--- config.mk ---
export PLATFORM = sky130hd
export DESIGN_NAME = regfile_mp_clr
export DESIGN_NICKNAME = d
export VERILOG_FILES = /design/src/rtl/regfile_mp_clr.sv
export SDC_FILE = /design/constraint.sdc
export NUM_CORES = 2
export LEC_CHECK = 0
export CORE_ASPECT_RATIO = 2
export CORE_MARGIN = 2
export CORE_UTILIZATION = 25
export CTS_CLUSTER_SIZE = 8
export DETAILED_ROUTE_END_ITERATION = 12
export PLACE_DENSITY_LB_ADDON = 0.15
export SLEW_MARGIN = 5
export SYNTH_ARGS = -nofsm -noshare
export SYNTH_HDL_FRONTEND = slang
export SYNTH_SLANG_ARGS = --single-unit
--- constraint.sdc ---
create_clock -name clk -period 7.4 [get_ports clk]
set_clock_uncertainty 0.2 [all_clocks]
set_input_delay 0.74 -clock clk [delete_from_list [all_inputs] [get_ports clk]]
set_output_delay 0.74 -clock clk [all_outputs]
set_load 0.05 [all_outputs]
--- src/rtl/regfile_mp_clr.sv ---
`default_nettype none
// ============================================================================
// Module   : regfile_mp_clr
// Purpose  : Multi-read-port register file with lane-masked writes,
//            write-to-read bypass and a sequential row-clear engine.
//            After reset or a clear request the file zeroes one row per
//            clock (rows 1..DEPTH-1) and raises ready when done. Row 0 is
//            hardwired to zero. Storage has one write port and asynchronous
//            reads, so it maps to inferred RAM.
// Optional : `define PARITY_EN adds one even-parity bit per lane per row and
//            the perr output port.
// Ports    : clk      - clock
//            reset    - synchronous, active-high reset
//            clr_req  - pulse, restart a full clear
//            raddr    - NRD read addresses, port p at raddr[p*AW +: AW]
//            rdata    - NRD read data words, port p at rdata[p*WIDTH +: WIDTH]
//            waddr    - write address
//            wdata    - write data
//            wr_en    - write enable
//            ppp      - write participation mode
//            ready    - 1 when the file is usable (IDLE)
//            perr     - per-port parity error (PARITY_EN builds only)
// Bit order: the architectural numbering counts bit 0 as the MSB. Vectors
//            here are declared [N-1:0], so architectural bit i is vector bit
//            N-1-i and lane k (counted from the MSB) is
//            [WIDTH-1-k*LANE -: LANE].
// Revision : 1.0 - initial release
// ============================================================================
module regfile_mp_clr #(
  parameter int DEPTH = 32,
  parameter int WIDTH = 64,
  parameter int LANE  = 8,
  parameter int NRD   = 2,
  localparam int AW   = $clog2(DEPTH)
) (
  input  logic                 clk,
  input  logic                 reset,
  input  logic                 clr_req,
  input  logic [NRD*AW-1:0]    raddr,
  output logic [NRD*WIDTH-1:0] rdata,
  input  logic [AW-1:0]        waddr,
  input  logic [WIDTH-1:0]     wdata,
  input  logic                 wr_en,
  input  logic [2:0]           ppp,
  output logic                 ready
`ifdef PARITY_EN
  ,
  output logic [NRD-1:0]       perr
`endif
);

  localparam int NL = WIDTH / LANE;
  // One bit wider than an address so the range check never degenerates.
  localparam logic [AW:0] DEPTH_X = (AW+1)'(DEPTH);

  generate
    if ((WIDTH % (2*LANE)) != 0) begin : g_bad_width
      $error("regfile_mp_clr: WIDTH must be a multiple of 2*LANE");
    end
  endgenerate

  typedef enum logic [0:0] {
    ST_CLEAR = 1'b0,
    ST_IDLE  = 1'b1
  } state_t;

  state_t          state_q, state_d;
  logic [AW-1:0]   cnt_q,   cnt_d;
  logic            ready_q, ready_d;

  logic [WIDTH-1:0] mem_q [DEPTH];

  // --------------------------------------------------------------------------
  // Helpers
  // --------------------------------------------------------------------------
  // Lane participation vector; bit k is lane k counted from the MSB.
  function automatic logic [NL-1:0] lane_sel(input logic [2:0] mode);
    logic [NL-1:0] s;
    s = '0;
    for (int k = 0; k < NL; k++) begin
      case (mode)
        3'b000:  s[k] = 1'b1;
        3'b001:  s[k] = (k < NL/2);
        3'b010:  s[k] = (k >= NL/2);
        3'b011:  s[k] = ((k % 2) == 0);
        3'b100:  s[k] = ((k % 2) == 1);
        default: s[k] = 1'b0;
      endcase
    end
    return s;
  endfunction

  function automatic logic addr_ok(input logic [AW-1:0] a);
    return (a != '0) && ({1'b0, a} < DEPTH_X);
  endfunction

`ifdef PARITY_EN
  function automatic logic [NL-1:0] par_of(input logic [WIDTH-1:0] row);
    logic [NL-1:0] p;
    p = '0;
    for (int k = 0; k < NL; k++) begin
      p[k] = ^row[WIDTH-1-k*LANE -: LANE];
    end
    return p;
  endfunction
`endif

  // --------------------------------------------------------------------------
  // Control FSM
  // --------------------------------------------------------------------------
  always_comb begin
    state_d = state_q;
    cnt_d   = cnt_q;
    ready_d = ready_q;
    case (state_q)
      ST_CLEAR: begin
        if (clr_req) begin
          cnt_d = AW'(1);
        end else if (cnt_q == AW'(DEPTH-1)) begin
          // Last row is cleared on this edge; file becomes usable with it.
          state_d = ST_IDLE;
          ready_d = 1'b1;
        end else begin
          cnt_d = cnt_q + AW'(1);
        end
      end
      ST_IDLE: begin
        if (clr_req) begin
          state_d = ST_CLEAR;
          cnt_d   = AW'(1);
          ready_d = 1'b0;
        end
      end
      default: begin
        state_d = ST_CLEAR;
        cnt_d   = AW'(1);
        ready_d = 1'b0;
      end
    endcase
  end

  always_ff @(posedge clk) begin
    if (reset) begin
      state_q <= ST_CLEAR;
      cnt_q   <= AW'(1);
      ready_q <= 1'b0;
    end else begin
      state_q <= state_d;
      cnt_q   <= cnt_d;
      ready_q <= ready_d;
    end
  end

  assign ready = ready_q;

  // --------------------------------------------------------------------------
  // Write path: a single RAM write port shared by the clear engine and the
  // normal write. The merged word is also what the bypass returns.
  // --------------------------------------------------------------------------
  logic [NL-1:0]    wlanes;
  logic [WIDTH-1:0] wmask;
  logic [WIDTH-1:0] wr_merge;
  logic             wr_active;
  logic             mem_we;
  logic [AW-1:0]    mem_wa;
  logic [WIDTH-1:0] mem_wd;

  always_comb begin
    wlanes = lane_sel(ppp);
    wmask  = '0;
    for (int k = 0; k < NL; k++) begin
      wmask[WIDTH-1-k*LANE -: LANE] = {LANE{wlanes[k]}};
    end
  end

  assign wr_merge  = (mem_q[waddr] & ~wmask) | (wdata & wmask);
  // Bypass-visible write: IDLE and enabled; address checks happen per port.
  assign wr_active = (state_q == ST_IDLE) && wr_en;

  always_comb begin
    mem_we = 1'b0;
    mem_wa = cnt_q;
    mem_wd = '0;
    if (!reset) begin
      if (state_q == ST_CLEAR) begin
        mem_we = 1'b1;
        mem_wa = cnt_q;
        mem_wd = '0;
      end else if (wr_en && !clr_req && addr_ok(waddr) && (|wlanes)) begin
        // A clear request in the same cycle wins over the write.
        mem_we = 1'b1;
        mem_wa = waddr;
        mem_wd = wr_merge;
      end
    end
  end

  always_ff @(posedge clk) begin
    if (mem_we) begin
      mem_q[mem_wa] <= mem_wd;
    end
  end

`ifdef PARITY_EN
  logic [NL-1:0] par_q [DEPTH];
  logic [NL-1:0] par_wd;

  // Only participating lanes refresh their parity bit; the others keep the
  // stored bit so a latent corruption in an untouched lane stays visible.
  always_comb begin
    par_wd = '0;
    if (state_q == ST_IDLE) begin
      par_wd = (par_q[waddr] & ~wlanes) | (par_of(wdata) & wlanes);
    end
  end

  always_ff @(posedge clk) begin
    if (mem_we) begin
      par_q[mem_wa] <= par_wd;
    end
  end
`endif

  // --------------------------------------------------------------------------
  // Read ports (asynchronous)
  // --------------------------------------------------------------------------
  always_comb begin
    logic [AW-1:0] ra;
    rdata = '0;
`ifdef PARITY_EN
    perr  = '0;
`endif
    for (int p = 0; p < NRD; p++) begin
      ra = raddr[p*AW +: AW];
      if ((state_q == ST_IDLE) && addr_ok(ra)) begin
        if (wr_active && (waddr == ra)) begin
          rdata[p*WIDTH +: WIDTH] = wr_merge;
        end else begin
          rdata[p*WIDTH +: WIDTH] = mem_q[ra];
        end
`ifdef PARITY_EN
        // Checked against the stored row, never the bypassed word.
        perr[p] = |(par_of(mem_q[ra]) ^ par_q[ra]);
`endif
      end
    end
  end

endmodule
`default_nettype wire
# After elaboration in Yosys (flattened, before gate mapping)
# Memory sizes are Yosys's and may differ from the RTL's.
# Cells that the tools add are included.
[classes]
n_reduce_logical = 20
n_addsub = 1
n_mux = 31
bitwise_logic = 5
n_eq_ne = 11
[ops]
columns = ["cell", "n"]
rows = [
  ["64-bit two-way mux", 7],
  ["64-bit bitwise AND", 2],
  ["64-bit NOT", 1],
  ["64-bit OR", 1],
  ["5-bit two-way mux", 6],
  ["1-bit two-way mux", 15],
  ["5-bit nonzero test", 3],
  ["3-bit OR reduction", 4],
  ["5-bit equality test", 2],
  ["5-bit one-hot mux with 2 select lines", 1],
  ["1-bit logical AND", 8],
  ["3-bit by 2-bit equality test with 1-bit output (second input constant)", 2],
  ["2-bit != test (second input constant)", 3],
  ["5-bit by 1-bit adder with 5-bit output (second input constant)", 1],
  ["5-bit equality test (second input constant)", 1],
  ["1-bit one-hot mux with 2 select lines", 2],
  ["4-bit OR reduction", 1],
  ["3-bit by 1-bit equality test with 1-bit output (second input constant)", 1],
  ["3-bit equality test (second input constant)", 1],
  ["3-bit zero test", 1],
  ["3-bit != test (second input constant)", 1],
  ["3-bit AND reduction", 1],
  ["2-bit AND reduction", 1],
  ["1-bit zero test", 1],
  ["1-bit NOT", 1],
]
[totals]
word_cells = 72
mem_bits_rw = 2048
ff_bits = 7
mem_count = 1
output_inout_bits = 129
in_bits = 86
[memory_table]
columns = ["name", "depth", "word_bits", "rd", "rd_clocked_by_memory_dff", "write_ports", "line", "text"]
rows = [
  ["mem_q", 32, 64, 3, 0, 1, "71", "logic [WIDTH-1:0] mem_q [DEPTH];"],
]

# Logic depth before layout (Yosys ltp)
[logic_depth]
depth_word = 10
depth_mapped = 12
mapped_depth_nobuf = 7

# Worst setup path before layout
# OpenSTA, ideal clock, no wires.
[synth_path]
path_type = "in2reg"
startpoint = "input waddr[0]"
endpoint = "memory mem_q[30][0], enable pin"
setup_slack_ns = 1.776
setup_time_ns = 0.487
required_time_ns = 6.713
arrival_time_ns = 4.937
stages = 9
path_cell_list = "buf_6 buf_12 or3_1 o2111ai_1 nor3b_1 clkbuf_1 nor3b_1 o21ai_2 nor2_1"
[synth_between]
elab_chain_len = 8
elab_cells_between_ends = 11
classes_between = "mux (8); reduce/logical (3)"
[synth_lines]
columns = ["item", "line", "text"]
rows = [
  ["start: declaration", "41", "input logic [AW-1:0] waddr,"],
  ["5-bit nonzero test", "94", "return (a != '0) && ({1'b0, a} < DEPTH_X);"],
  ["1-bit logical AND (2 in a row)", "189", "end else if (wr_en && !clr_req && addr_ok(waddr) && (|wlanes)) begin"],
  ["1-bit two-way mux", "189", ""],
  ["1-bit two-way mux", "185", "if (state_q == ST_CLEAR) begin"],
  ["1-bit two-way mux", "184", "if (!reset) begin"],
  ["1-bit two-way mux", "199", "if (mem_we) begin"],
  ["1-bit two-way mux (implied by the code)", "200", "mem_q[mem_wa] <= mem_wd;"],
  ["end: declaration", "71", ""],
]
# Parallel ways exist; a longest one is shown, timed or not.

# Final worst setup path
[layout_path]
startpoint = "input raddr[8]"
endpoint = "output rdata[104]"
[layout_between]
elab_chain_len = 4
elab_cells_between_ends = 7
classes_between = "eq/ne (1); mux (2); reduce/logical (3); memory (1)"
[layout_lines]
columns = ["item", "line", "text"]
rows = [
  ["start: declaration", "39", "input logic [NRD*AW-1:0] raddr,"],
  ["branches (longest 3 deep; another with memory 32 x 64 bit)", "n/a", ""],
  ["64-bit two-way mux *", "235", "if ((state_q == ST_IDLE) && addr_ok(ra)) begin"],
  ["end: declaration", "40", "output logic [NRD*WIDTH-1:0] rdata,"],
]
# Mark *: on every way between the ends.

==> run summary <==
Outcome = complete, no violations
GRT overflow = 0
Reg power frac = 45.7%
RSZ-0062 raised after global routing = no
Syn nets = 6679
ANT nets after route = 0
MaxCap Viol Count = 0
Drt initial violations = 8462
Die height = 952 um
Cell Count Post-Placement = 12600
Tmin final = 6.71 ns
Final hold violation count = 0
Yosys warnings = 0
Fmax = 149 MHz
DRC Markers = 0
Post-Route WL = 556000 um
Worst Path Max Fanout = 21
Synth Register Bits = 2055
Initial antenna violation count = 23
Rel. slew slack = 10.1%
Post CTS Setup Buffer Count = 0
GPL Wtd Cong = 0.850
Clk Latency, worst-skew pair = 0.92 ns
First-pass GRT wire length = 738000 um
CTS Buffer Depth = 4
Starting Density = 25.1%
Count of final setup violators = 0
Power share of the clock group = 45.5%
Worst r2r src = state_q
Crit share post-route = 90.7%
Net Sw Power = 7.03 mW
Worst slew pin tran = 1.34 ns
Clock sink count = 2055
Area growth, synth to finish = 17.5%
Int Power = 20.8 mW
Hpwl dp = 348000 um
Post-layout nets = 7010
Port-buffer cells = 214
Fraction of registers with async set/reset = 0%
DR WL/cell = 43.0 um
Synth Instances = 6591
Die area = 455000 um^2
Leakage power = 45.6 nW
Final WS setup = 0.687 ns
H-tree levels = 5
CP required = 6.46 ns
Synth cell types = 71
Sequential share of the synthesized area = 54.8%
CTS Hold Bufs = 0
Switching part of the total power = 25.3%
DR pass1 iterations = 6
Pre-CTS setup slack = 0.694 ns
Main synth FF type = edfxtp_1
Final core occ = 29.5%
Start point of the worst hold path = cnt_q[1]
Core ar. = 448000 um^2
Layout cells sized above 1 = 32.1%
Crit path launch = raddr[8]
Layout Cells excl Fill = 12900
Slew Viols, Final = 0
CP Class = primary input to primary output
Total number of vias = 76100
Synth Cell Area = 112000 um^2
Crit path capture type = primary output
EDFF count, synth = 2048
Setup TNS = 0 ns
Largest net degree at the start of global routing = 86
I/O pins = 215
Clk slew on worst S/H paths = 0.05 ns
Root buffer cell = clkbuf_16
Power Density = 210 nW/um^2
Syn avg cell area = 17.1 um^2
Row cnt = 348
Combinational share of power = 8.8%
CTS buffer count = 299
CTS tree = yes
Die Width = 478 um
Hold/Removal Path Class = flop to flop
WP data arrival = 5.77 ns
PostCTS Resize Cnt = 0
Peak VDD IR = 0.188 mV
Vias/cell = 5.89
Total GRT Usage = 23.8%
Vias in the first global route = 79600
Startpoint types = primary input
==> cell usage after synthesis (16+ instances only) <==
cell / instances / share of area (%)
edfxtp_1: 2048 / 55
mux4_2: 1227 / 25
a22oi_1: 703 / 4.7
mux2i_1: 570 / 5.1
clkbuf_1: 295 / 0.98
nand2_1: 245 / 0.82
buf_2: 162 / 0.72
nor2_1: 160 / 0.53
o22ai_1: 145 / 0.81
a21oi_1: 140 / 0.62
a211oi_1: 119 / 0.79
nand3_1: 117 / 0.52
buf_4: 71 / 0.47
mux2_2: 52 / 0.52
o21ai_0: 52 / 0.23
buf_1: 42 / 0.14
buf_6: 38 / 0.38
a221oi_1: 29 / 0.23
a31oi_1: 27 / 0.15
and2_1: 24 / 0.13
a221oi_2: 22 / 0.29
a22o_1: 22 / 0.17
o211ai_1: 22 / 0.15
nand4_1: 21 / 0.12
nand2b_1: 20 / 0.11
nor2b_1: 19 / 0.11
a2111oi_2: 18 / 0.24
buf_8: 16 / 0.21
nor3_1: 16 / 0.071
nor4_1: 16 / 0.089
==> layout make-up <==
class | instances | area [um^2]
Antenna cell | 10 | 25.0
Timing Repair Buffer | 662 | 7220
Inverter | 3 | 11.3
Tap cell | 5950 | 7440
Clock inverter | 16 | 184
Fill cell | 44500 | 316000
Sequential cell | 2055 | 61600
Clock buffer | 322 | 7700
Multi-Input combinational cell | 3901 | 47900
==> sequential cells by signal, indices dropped and copies added, names as in the netlist <==
name     flops
state_q      1
cnt_q        5
mem_q     2048
ready        1
==> layout by cell type, fill, tap and decap left out, types with 7 or more instances in the layout <==
cell	Yosys	final
nand2_1	245	243
edfxtp_1	2048	2048
or2_2	7	7
mux4_2	1227	1227
nor3_1	16	14
dfxtp_1	7	7
a211oi_2	8	8
xnor2_1	11	11
o21ai_0	52	47
buf_12	8	140
inv_6	0	11
mux2_2	52	52
nand4_1	21	21
nor2b_1	19	10
clkbuf_1	295	17
a22oi_1	703	703
a2111oi_2	18	19
nor2_2	2	8
nor4_1	16	16
nand3_1	117	117
a22o_1	22	22
mux2i_1	570	570
o21ai_1	6	9
nor2b_4	0	9
nor2_1	160	108
mux4_1	11	11
a21oi_1	140	131
and2_1	24	17
a221oi_1	29	29
nor2_4	0	46
diode_2	0	10
clkbuf_16	0	305
a211oi_1	119	119
a31oi_1	27	27
nand2b_1	20	18
buf_4	71	329
o22ai_1	145	145
o211ai_1	22	22
a221oi_2	22	22
clkdlybuf4s50_1	0	181
==> worst max-delay path, stage by stage <==
cell and delay, ns:
buf_2 0.76, inv_1 0.73, nor2_4 0.67, buf_4 0.58, a22oi_1 0.19, nand2_1 0.10, o22ai_1 0.09, a211oi_1 0.76
clkdlybuf4s50_1 0.96
==> cell families after synthesis <==
| group | after synthesis | synth area share (%) |
|---|---|---|
| multiplexers | 1860 | 30.4 |
| AND/OR/NAND/NOR | 675 | 2.74 |
| XOR/XNOR | 13 | 0.101 |
| adder cells (fa/ha/maj) | 2 | 0.0223 |
| AO/OA/AOI/OAI | 1351 | 8.81 |
| flip-flops | 2055 | 54.8 |
| buffers and inverters | 635 | 3.07 |
==> power by group through the flow <==
stage          logic (mW)  registers, mW  clock network (mW)
4_1_cts              2.46           12.7                12.9
2_1_floorplan        1.37           12.9                   0
3_3_place_gp         2.47           12.9                   0
5_1_grt              2.51           12.7                13.2
3_5_place_dp         2.46           12.9                   0
6_report             2.46           12.7                12.6
==> per-layer routing <==
layer,wire [um],global-route usage [%],vias up
li1,-,-,29300
met1,197000,26.6,41300
met2,284000,41.9,4120
met3,33200,3.55,1390
met4,41900,15.2,12
met5,86,0,-
==> final timing paths <==
check                               endpoint  cells after the start  slack, ns
worst max-delay path              rdata[104]                      9       0.69
worst min-delay path                cnt_q[1]                      2       0.40
worst max register to register  mem_q[6][14]                      6       3.35
worst min register to register      cnt_q[1]                      2       0.40
==> stage by stage <==
| stage | hold slack, ns | area, um^2 | power, mW |
|---|---|---|---|
| 6_report | 0.396 | 132000 | 27.8 |
| 5_1_grt | 0.437 | 132000 | 28.4 |
| 4_1_cts | 0.394 | 132000 | 28.1 |
| 3_5_place_dp | 0.374 | 124000 | 15.4 |
| 3_3_place_gp | 0.370 | 124000 | 15.4 |
| 2_1_floorplan | 0.312 | 112000 | 14.3 |
Power figures use the tool's default switching activity.
